<file path="src/rtl/tt_tbuf_bus_rx_if.sv">
// ---------------------------------------------------------------------------
// tt_tbuf_bus_rx_if
// Bundles the signals between the shared-bus receiver and its user.
//
// Signals (WIDTH = bus width):
//   bus_i      [WIDTH-1:0]  raw shared tristate bus, asynchronous to clk
//   own_oe                  local tristate driver enabled, synchronous
//   glitch_clr              clears the glitch counter
//   data_o     [WIDTH-1:0]  last settled bus value
//   data_vld                data_o is the current owner's settled value
//   chg_stb                 one-cycle pulse when data_o is (re)committed
//   rx_state   [1:0]        debug: 0 OWN, 1 GUARD, 2 SETTLE, 3 TRACK
//   glitch_cnt [7:0]        saturating glitch count
//
// Qualification: there is no ready.  data_o is meaningful only while
// data_vld is high.  chg_stb marks the single cycle in which a new
// commit becomes visible on data_o.  A consumer that misses it can
// still read data_o at any later point while data_vld stays high.
//
// master: the user of the receiver.  slave: the receiver itself.
// ---------------------------------------------------------------------------
interface tt_tbuf_bus_rx_if #(
    parameter int WIDTH = 8
);
    logic [WIDTH-1:0] bus_i;
    logic             own_oe;
    logic             glitch_clr;
    logic [WIDTH-1:0] data_o;
    logic             data_vld;
    logic             chg_stb;
    logic [1:0]       rx_state;
    logic [7:0]       glitch_cnt;

    modport master (
        output bus_i, own_oe, glitch_clr,
        input  data_o, data_vld, chg_stb, rx_state, glitch_cnt
    );

    modport slave (
        input  bus_i, own_oe, glitch_clr,
        output data_o, data_vld, chg_stb, rx_state, glitch_cnt
    );
endinterface

</file>
<file path="src/rtl/tt_tbuf_bus_rx.sv">
// ---------------------------------------------------------------------------
// tt_tbuf_bus_rx
// Receiving end of a shared tristate bus.  The block performs these steps:
//   - Synchronizes bus_i through two flops, s1 and s2.
//   - Ignores the bus while the local driver owns it.
//   - Ignores the bus for GUARD_CYCLES edges after the local driver releases it.
//   - Accepts a value only after it has been seen on STABLE_CYCLES
//     consecutive edges.
//
// Ports:
//   clk, rst   clock and synchronous active-high reset
//   rx         tt_tbuf_bus_rx_if.slave.  It carries:
//              - inputs: bus_i, own_oe, glitch_clr
//              - outputs: data_o, data_vld, chg_stb, rx_state, glitch_cnt
//
// Optional feature: define TT_TBUF_RX_GLITCH_CNT_EN to build the glitch
// counter.
//   - With the macro defined, the counter increments, saturating, each time
//     a TRACK->SETTLE excursion re-commits the value already on data_o.
//   - Without the macro, glitch_cnt reads 0 and glitch_clr is ignored.
// ---------------------------------------------------------------------------
module tt_tbuf_bus_rx #(
    parameter int WIDTH         = 8,
    parameter int STABLE_CYCLES = 4,
    parameter int GUARD_CYCLES  = 2
) (
    input  logic               clk,
    input  logic               rst,
    tt_tbuf_bus_rx_if.slave    rx
);
    typedef enum logic [1:0] {
        ST_OWN    = 2'd0,
        ST_GUARD  = 2'd1,
        ST_SETTLE = 2'd2,
        ST_TRACK  = 2'd3
    } state_t;

    localparam int CW = $clog2(STABLE_CYCLES + 1);
    localparam int GW = (GUARD_CYCLES > 0) ? $clog2(GUARD_CYCLES + 1) : 1;
    localparam logic [CW-1:0] S_MAX   = CW'(STABLE_CYCLES);
    localparam logic [CW-1:0] CNT_ONE = CW'(1);

    state_t           state, state_n;
    logic [WIDTH-1:0] s1, s2;
    logic [WIDTH-1:0] cand, cand_n;
    logic [WIDTH-1:0] data_q, data_n;
    logic [CW-1:0]    cnt, cnt_n, cnt_inc;
    logic [GW-1:0]    gcnt, gcnt_n;
    logic             vld_q, vld_n;
    logic             stb_q, stb_n;
    // Set while settling after a TRACK excursion; distinguishes a glitch
    // (same value re-committed) from a first commit after OWN/reset.
    logic             reentry, reentry_n;
    logic             commit;
    logic             glitch_hit;

    always_ff @(posedge clk) begin
        if (rst) begin
            s1      <= '0;
            s2      <= '0;
            state   <= ST_SETTLE;
            cand    <= '0;
            cnt     <= '0;
            gcnt    <= '0;
            data_q  <= '0;
            vld_q   <= 1'b0;
            stb_q   <= 1'b0;
            reentry <= 1'b0;
        end else begin
            s1      <= rx.bus_i;
            s2      <= s1;
            state   <= state_n;
            cand    <= cand_n;
            cnt     <= cnt_n;
            gcnt    <= gcnt_n;
            data_q  <= data_n;
            vld_q   <= vld_n;
            stb_q   <= stb_n;
            reentry <= reentry_n;
        end
    end

    always_comb begin
        state_n    = state;
        cand_n     = cand;
        cnt_n      = cnt;
        cnt_inc    = '0;
        gcnt_n     = gcnt;
        data_n     = data_q;
        vld_n      = vld_q;
        stb_n      = 1'b0;
        reentry_n  = reentry;
        commit     = 1'b0;
        glitch_hit = 1'b0;

        if (rx.own_oe) begin
            // Local driver owns the bus: nothing from s2 can be trusted,
            // and this also pre-empts a commit due on the same edge.
            state_n   = ST_OWN;
            vld_n     = 1'b0;
            reentry_n = 1'b0;
            cnt_n     = '0;
        end else begin
            case (state)
                ST_OWN: begin
                    if (GUARD_CYCLES == 0) begin
                        state_n = ST_SETTLE;
                        cnt_n   = '0;
                    end else begin
                        state_n = ST_GUARD;
                        gcnt_n  = '0;
                    end
                end
                ST_GUARD: begin
                    if (int'(gcnt) + 1 >= GUARD_CYCLES) begin
                        state_n = ST_SETTLE;
                        cnt_n   = '0;
                    end else begin
                        gcnt_n = gcnt + 1'b1;
                    end
                end
                ST_SETTLE: begin
                    if (s2 == cand) begin
                        cnt_inc = (cnt == S_MAX) ? cnt : cnt + 1'b1;
                    end else begin
                        cnt_inc = CNT_ONE;
                    end
                    cand_n = s2;
                    cnt_n  = cnt_inc;
                    commit = (cnt_inc == S_MAX);
                end
                ST_TRACK: begin
                    // The differing sample counts as the first of the new run.
                    if (s2 != data_q) begin
                        cand_n    = s2;
                        cnt_n     = CNT_ONE;
                        reentry_n = 1'b1;
                        state_n   = ST_SETTLE;
                        commit    = (CNT_ONE == S_MAX);
                    end
                end
                default: state_n = ST_SETTLE;
            endcase

            if (commit) begin
                glitch_hit = reentry && (s2 == data_q);
                stb_n      = !glitch_hit;
                data_n     = s2;
                vld_n      = 1'b1;
                reentry_n  = 1'b0;
                state_n    = ST_TRACK;
            end
        end
    end

    assign rx.data_o   = data_q;
    assign rx.data_vld = vld_q;
    assign rx.chg_stb  = stb_q;
    assign rx.rx_state = state;

`ifdef TT_TBUF_RX_GLITCH_CNT_EN
    logic [7:0] glitch_q;

    // Clear wins over a coincident glitch.
    always_ff @(posedge clk) begin
        if (rst || rx.glitch_clr) begin
            glitch_q <= 8'h00;
        end else if (glitch_hit && (glitch_q != 8'hFF)) begin
            glitch_q <= glitch_q + 8'h01;
        end
    end

    assign rx.glitch_cnt = glitch_q;
`else
    logic unused_glitch;
    assign unused_glitch = &{1'b0, glitch_hit, rx.glitch_clr};
    assign rx.glitch_cnt = 8'h00;
`endif

endmodule

</file>
<file path="src/flat_wrapper.sv">
// flat-port wrapper written by rule: the top's interface ports become plain ports
module tt_tbuf_bus_rx_flat 
#(
    parameter int WIDTH         = 8,
    parameter int STABLE_CYCLES = 4,
    parameter int GUARD_CYCLES  = 2
)
  (clk, rst, rx_bus_i, rx_own_oe, rx_glitch_clr, rx_data_o, rx_data_vld, rx_chg_stb, rx_rx_state, rx_glitch_cnt);
  tt_tbuf_bus_rx_if #(.WIDTH(WIDTH)) rx_i ();
  input  logic clk;
  input  logic rst;
  input wire logic [$bits(rx_i.bus_i)-1:0] rx_bus_i;
  input wire logic [$bits(rx_i.own_oe)-1:0] rx_own_oe;
  input wire logic [$bits(rx_i.glitch_clr)-1:0] rx_glitch_clr;
  output wire logic [$bits(rx_i.data_o)-1:0] rx_data_o;
  output wire logic [$bits(rx_i.data_vld)-1:0] rx_data_vld;
  output wire logic [$bits(rx_i.chg_stb)-1:0] rx_chg_stb;
  output wire logic [$bits(rx_i.rx_state)-1:0] rx_rx_state;
  output wire logic [$bits(rx_i.glitch_cnt)-1:0] rx_glitch_cnt;
  assign rx_i.bus_i = rx_bus_i;
  assign rx_i.own_oe = rx_own_oe;
  assign rx_i.glitch_clr = rx_glitch_clr;
  assign rx_data_o = rx_i.data_o;
  assign rx_data_vld = rx_i.data_vld;
  assign rx_chg_stb = rx_i.chg_stb;
  assign rx_rx_state = rx_i.rx_state;
  assign rx_glitch_cnt = rx_i.glitch_cnt;
  tt_tbuf_bus_rx #(.WIDTH(WIDTH), .STABLE_CYCLES(STABLE_CYCLES), .GUARD_CYCLES(GUARD_CYCLES)) u_core (.clk(clk), .rst(rst), .rx(rx_i));
endmodule
</file>
<file path="config.mk">
export PLATFORM = sky130hd
export DESIGN_NAME = tt_tbuf_bus_rx_flat
export DESIGN_NICKNAME = d
export VERILOG_FILES = /design/src/rtl/tt_tbuf_bus_rx_if.sv /design/src/rtl/tt_tbuf_bus_rx.sv /design/src/flat_wrapper.sv
export SDC_FILE = /design/constraint.sdc
export NUM_CORES = 1
export LEC_CHECK = 0
export ABC_AREA = 1
export BUFFER_PORTS_ARGS = -buffer_cell sky130_fd_sc_hd__clkbuf_2
export CAP_MARGIN = 20
export CELL_PAD_IN_SITES_DETAIL_PLACEMENT = 0
export CELL_PAD_IN_SITES_GLOBAL_PLACEMENT = 1
export CORE_MARGIN = 3
export CORE_UTILIZATION = 30
export DETAILED_ROUTE_END_ITERATION = 16
export PLACE_DENSITY_LB_ADDON = 0.1
export SLEW_MARGIN = 20
export SYNTH_ARGS = -nofsm -noshare
export SYNTH_HDL_FRONTEND = slang
export SYNTH_SLANG_ARGS = --single-unit
</file>
<file path="constraint.sdc">
create_clock -name clk -period 2.2 [get_ports clk]
set_clock_uncertainty 0.15 [all_clocks]
set_input_delay 0.22 -clock clk [delete_from_list [all_inputs] [get_ports clk]]
set_output_delay 0.22 -clock clk [all_outputs]
set_load 0.02 [all_outputs]
</file>
* Word level (Yosys, flattened, before mapping)
Cells that the tools add are included.
** Storage, ports and cells
- Flip-flop bits (word level) :: 42
- Input bits :: 12
** Operators by class
- Reduce and logical (&&, ||, !) cells :: 18
- Add/subtract/negate cells :: 3
- $lt $le $gt $ge :: 1
- Bitwise operators :: 2
- Muxes and demuxes :: 18
- Eq/ne operators :: 15
** Operators by type and width (number)
- >= comparator 32 x 3 -> 1 bit (second input constant) :: 1
- 2-to-1 mux 3 bit :: 6
- equality test 8 bit :: 2
- one-hot mux 8 bit (2 select lines) :: 1
- AND reduction 3 bit :: 5
- 2-to-1 mux 2 bit :: 5
- one-hot mux 3 bit (3 select lines) :: 1
- 2-to-1 mux 8 bit :: 1
- != test 4 x 2 -> 1 bit (second input constant) :: 2
- != test 8 bit :: 1
- equality test 3 bit (second input constant) :: 2
- != test 3 x 1 -> 1 bit (second input constant) :: 2
- one-hot mux 2 bit (3 select lines) :: 1
- OR reduction 3 bit :: 2
- nonzero test 5 bit :: 1
- equality test 2 bit (second input constant) :: 2
- != test 2 x 1 -> 1 bit (second input constant) :: 2
- one-hot mux 2 bit (2 select lines) :: 1
- AND reduction 2 bit :: 2
- nonzero test 2 bit :: 2
- nonzero test 4 bit :: 1
- adder 2 x 1 -> 3 bit (second input constant) :: 1
- adder 3 x 1 -> 3 bit (second input constant) :: 1
- nonzero test 3 bit :: 1
- other kinds (9) :: 11

* Logic depth before layout (Yosys ltp)
Gate-level depths: netlist of run 1.
- Depth in word-level cells :: 10
- Depth in mapped cells :: 12
- Gate-level depth less buffers :: 11

* Worst setup path before layout of run 1
Ideal clock, no wire load.
- Path kind :: reg2reg
- Start :: register u_core.cnt[0]
- End :: register u_core.data_q[2] (netlist: u_core.rx.data_o[2])
- Setup time :: 0.113 ns
- Buffers on the path :: 1
- Arrival time :: 1.376 ns
- Data required time :: 1.937 ns
- Slack :: 0.561 ns
- Clock period less this slack :: 1.639 ns
- Stages on the path, launching flop included :: 10
- Path through :: dfxtp_1 inv_1 ha_1 nand2_1 xor2_1 nor2_2 nand4_4 buf_6 nor2_1 nor2_1
** On the way
- Word-level cells in the longest chain between the ends :: 9
** Ends and longest elaborated chain
- start, declared :: line tt_tbuf_bus_rx.sv:47 : logic [CW-1:0] cnt, cnt_n, cnt_inc;
- start signal, assigned :: line tt_tbuf_bus_rx.sv:74 : cnt <= cnt_n;
- adder 3 x 1 -> 3 bit / equality test 3 bit (equally long branches) :: line tt_tbuf_bus_rx.sv:124 : cnt_inc = (cnt == S_MAX) ? cnt : cnt + 1'b1;
- 2-to-1 mux 3 bit (*) :: line tt_tbuf_bus_rx.sv:124
- 2-to-1 mux 3 bit (*) :: line tt_tbuf_bus_rx.sv:123 : if (s2 == cand) begin
- 2-to-1 mux 3 bit (*) :: line tt_tbuf_bus_rx.sv:104 : case (state)
- 2-to-1 mux 3 bit (*) :: line tt_tbuf_bus_rx.sv:96 : if (rx.own_oe) begin
- equality test 3 bit (*) :: line tt_tbuf_bus_rx.sv:130 : commit = (cnt_inc == S_MAX);
- 2-to-1 mux 1 bit (*)
- 2-to-1 mux 1 bit (*) :: line tt_tbuf_bus_rx.sv:96
- AND reduction 2 bit (no source line) (*)
- end signal, assigned :: line tt_tbuf_bus_rx.sv:76 : data_q <= data_n;
- end, declared :: line tt_tbuf_bus_rx.sv:46 : logic [WIDTH-1:0] data_q, data_n;
Mark *: on every way between the ends. The rest lies on a longest branch, timed or not. The select of a mux whose other input is x is not followed.
A chain may end at the register's enable or synchronous reset.

* Worst setup path after layout of run 1
- Start :: register u_core.cnt[0]
- End :: register u_core.data_q[1] (netlist: u_core.rx.data_o[1])
Same word-level chain as after synthesis.

==> flow_results.xml, run 1 <==
<?xml version="1.0" encoding="UTF-8"?>
<metrics>
  <group name="clocking">
    <metric name="tritoncts_clock_tree" unit="">done</metric>
    <metric name="clock_insertion_delay_worst_skew" unit="ns">0.29</metric>
    <metric name="cts.root.buffer_cell" unit="">clkbuf_8</metric>
    <metric name="tritoncts.num_buffers" unit="">5</metric>
    <metric name="worst_setup_hold_path_clk_slew" unit="ns">0.08</metric>
    <metric name="post_cts_resized" unit="">0</metric>
    <metric name="h-tree-depth" unit="">2</metric>
    <metric name="cts-root-to-sink-buffers" unit="">2</metric>
    <metric name="clock_sinks" unit="">42</metric>
  </group>
  <group name="power">
    <metric name="irDropWorstVdd" unit="mV">0.232</metric>
    <metric name="p_leak" unit="nW">1.17</metric>
    <metric name="cellInternalPower" unit="mW">1.08</metric>
    <metric name="p_switching" unit="uW">399</metric>
    <metric name="power.density_cell_area" unit="mW/mm^2">648</metric>
    <metric name="power.share.clock" unit="%">31.7</metric>
    <metric name="relative_contribution_of_sequential_cells_to_total_power" unit="%">55.2</metric>
    <metric name="pwr-share-comb" unit="%">13.2</metric>
    <metric name="netSwitchingFraction" unit="%">27.0</metric>
  </group>
  <group name="setup_path">
    <metric name="timing.critical_path.fanout_max" unit="">17</metric>
    <metric name="startpoint_type" unit="">flip-flop</metric>
    <metric name="critPathArrivalTime" unit="ns">1.88</metric>
    <metric name="worst_path_bufs_invs" unit="">1</metric>
    <metric name="setup.reg_to_reg.worst_slack" unit="ns">0.35</metric>
    <metric name="reg2regPathDepth" unit="">8</metric>
    <metric name="critical_path_class" unit="">flip-flop to flip-flop</metric>
    <metric name="crit_path_end_kind" unit="">flip-flop</metric>
    <metric name="path_common_cell" unit="">nor2_1</metric>
    <metric name="worstReg2RegStart" unit="">u_core.cnt[0]</metric>
    <metric name="critPathSlowestCell" unit="">dfxtp_1</metric>
    <metric name="crit_required" unit="ns">2.24</metric>
    <metric name="r2r_end" unit="">u_core.rx.data_o[1]</metric>
    <metric name="critPathTopFamily" unit="">simple AND/OR/NAND/NOR gates</metric>
    <metric name="timing.critical_path.cells" unit="">inv_1 &gt; ha_1 &gt; nand2_1 &gt; xor2_1 &gt; nor2_2 &gt; nand4_4 &gt; nor2_1 &gt; nor2_1</metric>
    <metric name="critPathMaxStageDelay" unit="ns">0.38</metric>
  </group>
  <group name="placement">
    <metric name="portBuffers" unit="">22</metric>
    <metric name="dpl_wire_length" unit="um">2840</metric>
    <metric name="place.gp.congestion" unit="">0.781</metric>
  </group>
  <group name="run">
    <metric name="number_of_maximum_capacitance_constraint_violations" unit="">0</metric>
  </group>
  <group name="synth">
    <metric name="async_reset_ff_share" unit="%">0</metric>
    <metric name="avgSynthCellArea" unit="sq um">6.77</metric>
    <metric name="ys.flop_type" unit="">dfxtp_1</metric>
    <metric name="yosysTopAreaCellShare" unit="%">42.8</metric>
    <metric name="synth_enable_flop_cells" unit="">0</metric>
    <metric name="ys_types" unit="">23</metric>
    <metric name="synth_top_family_by_area" unit="">simple AND/OR/NAND/NOR gates</metric>
    <metric name="area_of_the_mapped_netlist" unit="sq mm">0.00196</metric>
    <metric name="synthAdderAreaFrac" unit="%">1.91</metric>
    <metric name="synth_xor_xnor_area_share" unit="%">3.57</metric>
    <metric name="mux_contribution_to_synthesized_area" unit="%">0</metric>
    <metric name="yosysTopAreaCell" unit="">dfxtp_1</metric>
    <metric name="post_synth_main_area_contributors" unit="">dfxtp_1 43%, nand2_1 15%, nor2_1 11%</metric>
    <metric name="synth_simple_gate_area_share" unit="%">30.4</metric>
    <metric name="synth-compound-area-share" unit="%">5.54</metric>
    <metric name="synth-seq-cells" unit="">42</metric>
    <metric name="sequential_cell_area_fraction_in_the_yosys_report" unit="%">42.8</metric>
    <metric name="synthCells" unit="">290</metric>
    <metric name="yosys_warnings" unit="">0</metric>
  </group>
  <group name="finish">
    <metric name="finalNetCount" unit="">338</metric>
    <metric name="nFillCells" unit="">675</metric>
    <metric name="insertedDiodeCount" unit="">0</metric>
    <metric name="drive_gt1_share" unit="%">14.2</metric>
    <metric name="layout-area-overhead-vs-synth" unit="%">15.9</metric>
    <metric name="multi_input_comb_area" unit="sq um">845</metric>
    <metric name="ff_latch_area" unit="sq um">841</metric>
  </group>
  <group name="grt">
    <metric name="grt_util_all_layers" unit="%">11.5</metric>
    <metric name="grt_pass1_vias" unit="">1408</metric>
    <metric name="grt_start_max_net_pins" unit="">19</metric>
    <metric name="first_pass_grt_wire_length" unit="um">6740</metric>
    <metric name="final_global_route_overflow_total" unit="">0</metric>
    <metric name="antenna_found_initial" unit="">0</metric>
  </group>
  <group name="timing">
    <metric name="setup_total_negative_slack" unit="ns">0</metric>
    <metric name="unrepaired_setup_endpoints_after_global_routing" unit="">no</metric>
    <metric name="final.hold.worst_slack" unit="ns">0.0892</metric>
    <metric name="finalSetupViolations" unit="">0</metric>
    <metric name="final.min_clock_period" unit="ns">1.85</metric>
    <metric name="report.final.hold_viol_count" unit="">0</metric>
    <metric name="timing.final.crit_share" unit="%">84.0</metric>
    <metric name="drv_slew" unit="">0</metric>
    <metric name="achievable-frequency" unit="MHz">541</metric>
  </group>
  <group name="floorplan">
    <metric name="io-pin-count" unit="">32</metric>
    <metric name="die_area" unit="sq mm">0.00756</metric>
    <metric name="dieWidth" unit="um">86.9</metric>
    <metric name="fp.dieH" unit="um">86.9</metric>
    <metric name="rows" unit="">28</metric>
    <metric name="initial_utilization" unit="%">32.0</metric>
    <metric name="placeableCoreArea" unit="sq mm">0.00613</metric>
  </group>
  <group name="worst_hold_path">
    <metric name="whs_path_depth" unit="">4</metric>
    <metric name="hold_end" unit="">u_core.cnt[0]</metric>
    <metric name="worst_hold_path_type" unit="">input port to flip-flop</metric>
    <metric name="holdCritStartpoint" unit="">rx_own_oe</metric>
  </group>
  <group name="routing">
    <metric name="routed_wire_length_per_instance" unit="um">9.84</metric>
    <metric name="postRouteAntennaNets" unit="">0</metric>
    <metric name="finalWirelength" unit="um">3920</metric>
    <metric name="drt_pass1_iterations" unit="">4</metric>
    <metric name="drt_iter0_drc" unit="">37</metric>
    <metric name="route.detailed.vias_per_inst" unit="">4.04</metric>
    <metric name="drt_drc_violations_left" unit="">0</metric>
    <metric name="detailroute.via_count" unit="">1608</metric>
  </group>
  <group name="status">
    <metric name="status" unit="">finished, final reports clean</metric>
  </group>
</metrics>
-- cell usage in the layout, fill, tap and decap left out, types with 6 or more instances in the layout --
| cell type | Yosys | routed |
|---|---|---|
| conb_1 | 1 | 8 |
| clkbuf_2 | 0 | 22 |
| nand3_1 | 11 | 11 |
| dfxtp_1 | 42 | 42 |
| inv_1 | 45 | 45 |
| a21oi_1 | 15 | 15 |
| xnor2_1 | 6 | 6 |
| nand2_1 | 76 | 76 |
| nor2_1 | 55 | 55 |
| dlygate4sd3_1 | 0 | 8 |
| inv_2 | 8 | 8 |
-- metrics by stage --
stage	setup slack (ns)	util (%)	total power [mW]	std cells	cell area, sq um
detailed placement	0.337	34.6	1.02	383	2120
global route	0.137	37.1	1.58	398	2280
global placement	0.338	34.6	1.02	383	2120
floorplan	0.561	-	0.983	297	1990
finish	0.353	37.1	1.48	398	2280
CTS	0.310	37.1	1.51	398	2280
-- state kept, by name, summed over array words and instances (netlist names) --
| signal | count |
|---|---|
| u_core.reentry | 1 |
| u_core.rx.chg_stb | 1 |
| u_core.s1 | 8 |
| u_core.s2 | 8 |
| u_core.cnt | 3 |
| u_core.rx.data_vld | 1 |
| u_core.rx.data_o | 8 |
| u_core.rx.rx_state | 2 |
| u_core.gcnt | 2 |
| u_core.cand | 8 |
-- what timing repair did --
item	4_1_cts	5_1_grt
hold buffers	8	0
hold endpoints to repair	8	0
buffers inserted	0	0
endpoints found under the setup margin	0	0
-- Yosys cell counts, types with 3 or more instances --
| cell type | n |
|---|---|
| nand2_1 | 76 |
| nor2_1 | 55 |
| inv_1 | 45 |
| dfxtp_1 | 42 |
| a21oi_1 | 15 |
| nand3_1 | 11 |
| buf_4 | 8 |
| inv_2 | 8 |
| xnor2_1 | 6 |
| clkbuf_1 | 3 |
| ha_1 | 3 |
-- kinds of logic (layout without fill, tap and decap cells) --
logic type	count (synthesis)	after routing
AOI/OAI and AO/OA	20	20
buffers and inverters	69	95
DFF	42	42
adders and majority gates	3	3
and+or+nand+nor	147	147
xor gates and xnor gates	8	8
other	1	8
-- cell type report --
type | instances | share of cell area, %
clock inverters | 2 | 0.440
inverters | 55 | 9.07
well taps | 75 | 4.12
repair buffers | 33 | 9.34
flip-flops and latches | 42 | 36.9
multi-input cells | 186 | 37.1
clock buffers | 5 | 3.02
-- how the worst max path moves through the flow --
stage,startpoint,to,slack (ns),cells after the start
2_1_floorplan,u_core.cnt[0],u_core.rx.data_o[2],0.56,9
3_3_place_gp,u_core.cnt[0],u_core.rx.data_o[7],0.34,8
4_1_cts,u_core.cnt[0],u_core.rx.data_o[1],0.31,8
6_report,u_core.cnt[0],u_core.rx.data_o[1],0.35,8
5_1_grt,u_core.cnt[0],u_core.rx.data_o[0],0.14,9
3_5_place_dp,u_core.cnt[0],u_core.rx.data_o[1],0.34,8
-- worst register-to-register path: cells and delay by family, from the launching register on --
kind	cells	cell delay (ns)
fa+ha+maj	1	0.20
xor+xnor	1	0.11
flops	1	0.38
buf+inv	1	0.08
simple gates	5	0.82
-- layer usage --
layer  vias up  part of all wire [%]  GRT usage (%)
li1        896                     -              -
met3         4                   3.5           3.31
met2        23                    43           17.3
met1       685                    52           15.8
met4         0                   1.1           3.40
met5         -                     0              0
-- power groups by stage --
stage / registers (mW) / clock network, mW / logic, mW
floorplan: 0.829 / 0 / 0.154
global placement: 0.832 / 0 / 0.187
detailed placement: 0.832 / 0 / 0.186
CTS: 0.814 / 0.501 / 0.198
global route: 0.819 / 0.534 / 0.225
finish: 0.814 / 0.467 / 0.195
(Power assumes the default switching activity.)
==> run 2, diff against run 1 <==
Clock period 2.2 ns to 1.5 ns, I/O delays scaled along.
==> flow_results.xml, run 2 (same netlist as run 1, synthesis figures left out) <==
<?xml version="1.0" encoding="UTF-8"?>
<metrics>
  <group name="status">
    <metric name="status" unit="">finished, violations left</metric>
    <metric name="violations" unit="">setup timing</metric>
  </group>
  <group name="routing">
    <metric name="finalWirelength" unit="um">4470</metric>
    <metric name="wl_met2" unit="um">2050</metric>
    <metric name="dr.max_layer_used" unit="">met4</metric>
    <metric name="route.detailed.vias_per_inst" unit="">4.05</metric>
    <metric name="route.layer.met1.wl" unit="um">2170</metric>
    <metric name="postRouteAntennaNets" unit="">0</metric>
    <metric name="drt_pass1_iterations" unit="">4</metric>
    <metric name="met3_length" unit="um">163</metric>
    <metric name="drt_iter0_drc" unit="">62</metric>
    <metric name="routed_wire_length_per_instance" unit="um">10.1</metric>
    <metric name="drt_drc_violations_left" unit="">0</metric>
    <metric name="detailroute.via_count" unit="">1804</metric>
  </group>
  <group name="setup_path">
    <metric name="critPathTopFamily" unit="">simple AND/OR/NAND/NOR gates</metric>
    <metric name="critPathArrivalTime" unit="ns">1.71</metric>
    <metric name="setup.reg_to_reg.worst_slack" unit="ns">-0.13</metric>
    <metric name="crit_path_end_kind" unit="">flip-flop</metric>
    <metric name="worst_path_bufs_invs" unit="">2</metric>
    <metric name="crit_required" unit="ns">1.58</metric>
    <metric name="critPathMaxStageDelay" unit="ns">0.34</metric>
    <metric name="startpoint_type" unit="">flip-flop</metric>
    <metric name="timing.critical_path.fanout_max" unit="">8</metric>
    <metric name="timing.critical_path.cells" unit="">inv_2 &gt; ha_4 &gt; nand2_4 &gt; xor2_4 &gt; nor2_4 &gt; nand4_4 &gt; buf_8 &gt; nand2_2 &gt; nand2_1 &gt; nor2_1</metric>
    <metric name="critPathSlowestCell" unit="">dfxtp_2</metric>
    <metric name="critical_path_class" unit="">flip-flop to flip-flop</metric>
  </group>
  <group name="finish">
    <metric name="stdcell_count" unit="">445</metric>
    <metric name="multi_input_comb_area" unit="sq mm">0.00115</metric>
    <metric name="layout-area-overhead-vs-synth" unit="%">54.6</metric>
    <metric name="finalInstanceArea" unit="sq mm">0.00304</metric>
    <metric name="finalNetCount" unit="">384</metric>
    <metric name="ff_latch_area" unit="sq um">913</metric>
    <metric name="nFillCells" unit="">638</metric>
    <metric name="insertedDiodeCount" unit="">0</metric>
    <metric name="drive_gt1_share" unit="%">49.5</metric>
    <metric name="layout_commonest_cell" unit="">nand2_1</metric>
    <metric name="layout_common_cells" unit="">56 x nand2_1, 46 x nor2_1, 39 x buf_4</metric>
    <metric name="finish.utilization" unit="%">49.5</metric>
  </group>
  <group name="run">
    <metric name="number_of_maximum_capacitance_constraint_violations" unit="">0</metric>
  </group>
  <group name="floorplan">
    <metric name="dieWidth" unit="um">86.9</metric>
    <metric name="fp.dieH" unit="um">86.9</metric>
    <metric name="placeableCoreArea" unit="sq mm">0.00613</metric>
    <metric name="io-pin-count" unit="">32</metric>
    <metric name="rows" unit="">28</metric>
    <metric name="initial_utilization" unit="%">32.0</metric>
    <metric name="die_area" unit="sq mm">0.00756</metric>
  </group>
  <group name="grt">
    <metric name="first_pass_grt_wire_length" unit="um">7660</metric>
    <metric name="grt_start_max_net_pins" unit="">19</metric>
    <metric name="final_global_route_overflow_total" unit="">0</metric>
    <metric name="antenna_found_initial" unit="">0</metric>
    <metric name="grt_pass1_vias" unit="">1794</metric>
    <metric name="grt_util_all_layers" unit="%">13.0</metric>
  </group>
  <group name="power">
    <metric name="p_leak" unit="nW">1.46</metric>
    <metric name="power.density_cell_area" unit="mW/mm^2">773</metric>
    <metric name="irDropWorstVdd" unit="mV">0.383</metric>
    <metric name="total_power" unit="mW">2.35</metric>
  </group>
  <group name="timing">
    <metric name="timing.final.crit_share" unit="%">109</metric>
    <metric name="report.final.hold_viol_count" unit="">0</metric>
    <metric name="setup_total_negative_slack" unit="ns">-1.95</metric>
    <metric name="finalSetupViolations" unit="">22</metric>
    <metric name="drv_slew" unit="">0</metric>
    <metric name="fin_ws" unit="ns">-0.132</metric>
    <metric name="final.hold.worst_slack" unit="ns">0.0473</metric>
    <metric name="unrepaired_setup_endpoints_after_global_routing" unit="">yes</metric>
    <metric name="final.min_clock_period" unit="ns">1.63</metric>
    <metric name="achievable-frequency" unit="MHz">613</metric>
  </group>
  <group name="clocking">
    <metric name="h-tree-depth" unit="">2</metric>
    <metric name="tritoncts.num_buffers" unit="">5</metric>
    <metric name="clock_sinks" unit="">42</metric>
    <metric name="worst_setup_hold_path_clk_slew" unit="ns">0.08</metric>
    <metric name="clock_insertion_delay_worst_skew" unit="ns">0.29</metric>
    <metric name="cts-root-to-sink-buffers" unit="">2</metric>
    <metric name="tritoncts_clock_tree" unit="">done</metric>
    <metric name="cts.root.buffer_cell" unit="">clkbuf_8</metric>
  </group>
  <group name="placement">
    <metric name="portBuffers" unit="">22</metric>
    <metric name="postPlaceCellArea" unit="sq mm">0.00240</metric>
    <metric name="numPlacedInstances" unit="">414</metric>
    <metric name="dpl_wire_length" unit="um">2970</metric>
    <metric name="place.gp.congestion" unit="">0.734</metric>
    <metric name="place_ws" unit="ns">-0.169</metric>
  </group>
  <group name="worst_hold_path">
    <metric name="worst_hold_path_type" unit="">input port to flip-flop</metric>
  </group>
</metrics>
-- run 2: what timing repair did --
action | 4_1_cts | 5_1_grt
pin swaps | 13 | 33
setup endpoints to repair | 23 | 25
cloned | 2 | 0
gates resized for setup | 40 | 76
setup buffers | 4 | 9
hold buffers | 8 | 0
endpoints found under the hold margin | 8 | 0
-- run 2: power by group --
group / internal [mW] / switching, mW / total [mW]
logic: 0.212 / 0.248 / 0.460
registers: 1.15 / 0.0371 / 1.18
clock network: 0.320 / 0.384 / 0.704
-- run 2: path summary, 6_finish.rpt --
| check | start | endpoint | cells after the start |
|---|---|---|---|
| setup / recovery | u_core.cnt[0] | u_core.rx.data_o[3] | 10 |
| setup reg to reg | u_core.cnt[0] | u_core.rx.data_o[3] | 10 |
| hold reg to reg | u_core.s1[1] | u_core.s2[1] | 2 |
| hold / removal | rx_own_oe | u_core.cnt[0] | 4 |
-- run 2: metal layers --
layer	vias to the layer above	GRT usage (%)
met5	-	0
met4	0	5.67
met3	8	3.41
met2	32	20.9
met1	770	16.3
li1	994	-
-- run 2: worst reg2reg max path, cell delays in order (launching register included) --
cell	delay, ns
dfxtp_2	0.34
inv_2	0.07
ha_4	0.14
nand2_4	0.07
xor2_4	0.17
nor2_4	0.12
nand4_4	0.15
buf_8	0.18
nand2_2	0.05
nand2_1	0.04
nor2_1	0.09
-- run 2: cell type report --
cell class	instances	area share, %
Multi-Input combinational cell	187	37.8
Sequential cell	42	30.1
Timing Repair Buffer	78	19.4
Inverter	55	6.96
Tap cell	75	3.09
Clock buffer	6	2.39
Clock inverter	2	0.288
==> run 3, diff against run 2 <==
Settings changed: CORE_ASPECT_RATIO set to 0.7.
==> flow_results.xml, run 3 (same netlist as run 1, synthesis figures left out) <==
<?xml version="1.0" encoding="UTF-8"?>
<metrics>
  <group name="status">
    <metric name="status" unit="">finished, violations left</metric>
    <metric name="violations" unit="">setup timing</metric>
  </group>
  <group name="timing">
    <metric name="setup_total_negative_slack" unit="ns">-1.84</metric>
    <metric name="achievable-frequency" unit="MHz">620</metric>
    <metric name="drv_slew" unit="">0</metric>
    <metric name="unrepaired_setup_endpoints_after_global_routing" unit="">yes</metric>
    <metric name="finalSetupViolations" unit="">23</metric>
    <metric name="fin_ws" unit="ns">-0.112</metric>
    <metric name="final.min_clock_period" unit="ns">1.61</metric>
    <metric name="timing.final.crit_share" unit="%">107</metric>
    <metric name="final.hold.worst_slack" unit="ns">0.0481</metric>
    <metric name="report.final.hold_viol_count" unit="">0</metric>
  </group>
  <group name="finish">
    <metric name="finalNetCount" unit="">374</metric>
    <metric name="insertedDiodeCount" unit="">0</metric>
    <metric name="layout_common_cells" unit="">64 x nand2_1, 51 x nor2_1, 41 x inv_1</metric>
    <metric name="drive_gt1_share" unit="%">40.3</metric>
    <metric name="layout-area-overhead-vs-synth" unit="%">45.8</metric>
    <metric name="layout_commonest_cell" unit="">nand2_1</metric>
    <metric name="finalInstanceArea" unit="sq mm">0.00286</metric>
    <metric name="nFillCells" unit="">624</metric>
  </group>
  <group name="floorplan">
    <metric name="dieWidth" unit="um">103</metric>
    <metric name="fp.dieH" unit="um">73.7</metric>
    <metric name="io-pin-count" unit="">32</metric>
    <metric name="die_area" unit="sq mm">0.00757</metric>
    <metric name="rows" unit="">23</metric>
    <metric name="initial_utilization" unit="%">32.7</metric>
    <metric name="placeableCoreArea" unit="sq mm">0.00601</metric>
  </group>
  <group name="power">
    <metric name="p_leak" unit="nW">1.43</metric>
    <metric name="power.density_cell_area" unit="mW/mm^2">825</metric>
    <metric name="total_power" unit="mW">2.36</metric>
    <metric name="irDropWorstVdd" unit="mV">0.438</metric>
  </group>
  <group name="grt">
    <metric name="antenna_found_initial" unit="">0</metric>
    <metric name="grt_pass1_vias" unit="">1596</metric>
    <metric name="first_pass_grt_wire_length" unit="um">7730</metric>
    <metric name="grt_util_all_layers" unit="%">13.4</metric>
    <metric name="grt_start_max_net_pins" unit="">19</metric>
    <metric name="final_global_route_overflow_total" unit="">0</metric>
  </group>
  <group name="routing">
    <metric name="routed_wire_length_per_instance" unit="um">10.8</metric>
    <metric name="detailroute.via_count" unit="">1772</metric>
    <metric name="finalWirelength" unit="um">4710</metric>
    <metric name="route.detailed.vias_per_inst" unit="">4.07</metric>
    <metric name="drt_drc_violations_left" unit="">0</metric>
    <metric name="drt_pass1_iterations" unit="">4</metric>
    <metric name="dr.max_layer_used" unit="">met4</metric>
    <metric name="met3_length" unit="um">208</metric>
    <metric name="wl_met2" unit="um">1980</metric>
    <metric name="route.layer.met1.wl" unit="um">2500</metric>
    <metric name="drt_iter0_drc" unit="">34</metric>
    <metric name="postRouteAntennaNets" unit="">0</metric>
  </group>
  <group name="clocking">
    <metric name="h-tree-depth" unit="">2</metric>
    <metric name="clock_insertion_delay_worst_skew" unit="ns">0.29</metric>
    <metric name="clock_sinks" unit="">42</metric>
    <metric name="tritoncts.num_buffers" unit="">5</metric>
    <metric name="cts-root-to-sink-buffers" unit="">2</metric>
    <metric name="cts.root.buffer_cell" unit="">clkbuf_8</metric>
    <metric name="worst_setup_hold_path_clk_slew" unit="ns">0.09</metric>
    <metric name="tritoncts_clock_tree" unit="">done</metric>
  </group>
  <group name="setup_path">
    <metric name="setup.worst_path.start" unit="">u_core.s2[0]</metric>
    <metric name="worst_path_bufs_invs" unit="">1</metric>
    <metric name="crit_path_end_kind" unit="">flip-flop</metric>
    <metric name="critPathArrivalTime" unit="ns">1.66</metric>
    <metric name="setup.reg_to_reg.worst_slack" unit="ns">-0.11</metric>
    <metric name="timing.critical_path.fanout_max" unit="">8</metric>
    <metric name="crit_required" unit="ns">1.55</metric>
    <metric name="worstSetupPathDepth" unit="">9</metric>
    <metric name="critPathSlowestCell" unit="">dfxtp_4</metric>
    <metric name="critPathTopFamily" unit="">simple AND/OR/NAND/NOR gates</metric>
    <metric name="startpoint_type" unit="">flip-flop</metric>
    <metric name="r2r_end" unit="">u_core.cand[7]</metric>
    <metric name="timing.critical_path.cells" unit="">buf_4 &gt; xnor2_2 &gt; nand2_1 &gt; nor2_2 &gt; nand2_2 &gt; nand2_4 &gt; nand2_8 &gt; a21oi_1 &gt; nor2_1</metric>
    <metric name="critPathMaxStageDelay" unit="ns">0.37</metric>
    <metric name="worstReg2RegStart" unit="">u_core.s2[0]</metric>
    <metric name="reg2regPathDepth" unit="">9</metric>
    <metric name="critical_path_class" unit="">flip-flop to flip-flop</metric>
    <metric name="crit_path_end" unit="">u_core.cand[7]</metric>
  </group>
  <group name="run">
    <metric name="number_of_maximum_capacitance_constraint_violations" unit="">0</metric>
  </group>
  <group name="placement">
    <metric name="portBuffers" unit="">22</metric>
    <metric name="postPlaceCellArea" unit="sq mm">0.00240</metric>
    <metric name="dpl_wire_length" unit="um">3240</metric>
    <metric name="place_ws" unit="ns">-0.201</metric>
    <metric name="place.gp.congestion" unit="">0.725</metric>
  </group>
  <group name="worst_hold_path">
    <metric name="worst_hold_path_type" unit="">input port to flip-flop</metric>
    <metric name="holdCritStartpoint" unit="">rx_own_oe</metric>
    <metric name="whs_path_depth" unit="">4</metric>
  </group>
</metrics>
run 3: cell count changes in the layout (fill, tap and decap cells not counted), moves of 5 or more:
| cell | change |
|---|---|
| nor2_2 | -5 |
| dfxtp_1 | +5 |
| buf_4 | -5 |
| nor2_1 | +5 |
| inv_2 | -5 |
| dfxtp_4 | -6 |
| nand2_1 | +8 |
| inv_1 | +6 |
| buf_6 | -5 |
| nand2_2 | -9 |
run 3: worst min-delay path by stage:
| stage | end |
|---|---|
| floorplan | u_core.s1[0] |
| global placement | u_core.s1[7] |
| detailed placement | u_core.s1[7] |
| CTS | u_core.cnt[0] |
| global route | u_core.cnt[0] |
| finish | u_core.cnt[0] |
run 3: final cells by class:
type / count / area [sq um] / area share [%]
repair buffers: 68 / 499 / 17.4
clock inverters: 3 / 21.3 / 0.743
multi-input cells: 187 / 1080 / 37.7
clock buffers: 5 / 68.8 / 2.40
flip-flops and latches: 42 / 892 / 31.1
inverters: 55 / 209 / 7.30
well taps: 75 / 93.8 / 3.28
run 3: stage by stage:
stage          std cells  util, %
3_5_place_dp         412     39.9
5_1_grt              435     47.6
3_3_place_gp         412     39.9
4_1_cts              430     44.9
2_1_floorplan        297        -
6_report             435     47.6
run 3: per-layer routing:
metal  vias to the layer above  track usage [%]
li1                        983                -
met1                       763             19.5
met2                        24             19.5
met3                         2             3.70
met4                         0             3.49
met5                         -                0
run 3: worst register-to-register path, stage by stage, from the launching register on:
cell and delay, ns:
dfxtp_4 0.37, buf_4 0.14, xnor2_2 0.12, nand2_1 0.08, nor2_2 0.14, nand2_2 0.09
nand2_4 0.15, nand2_8 0.09, a21oi_1 0.13, nor2_1 0.06
run 3: repair_timing:
action                                  4_1_cts  5_1_grt
gates resized for setup                      38       32
hold endpoints to repair                      8        0
buffers inserted                              2        5
cloned                                        1        0
pin swaps                                    14       18
endpoints found under the setup margin       23       25
hold buffers                                  8        0
run 3: power breakdown:
part / internal, mW / total [mW] / switching [mW]
combinational: 0.183 / 0.425 / 0.242
sequential: 1.15 / 1.19 / 0.0366
clock: 0.328 / 0.752 / 0.424
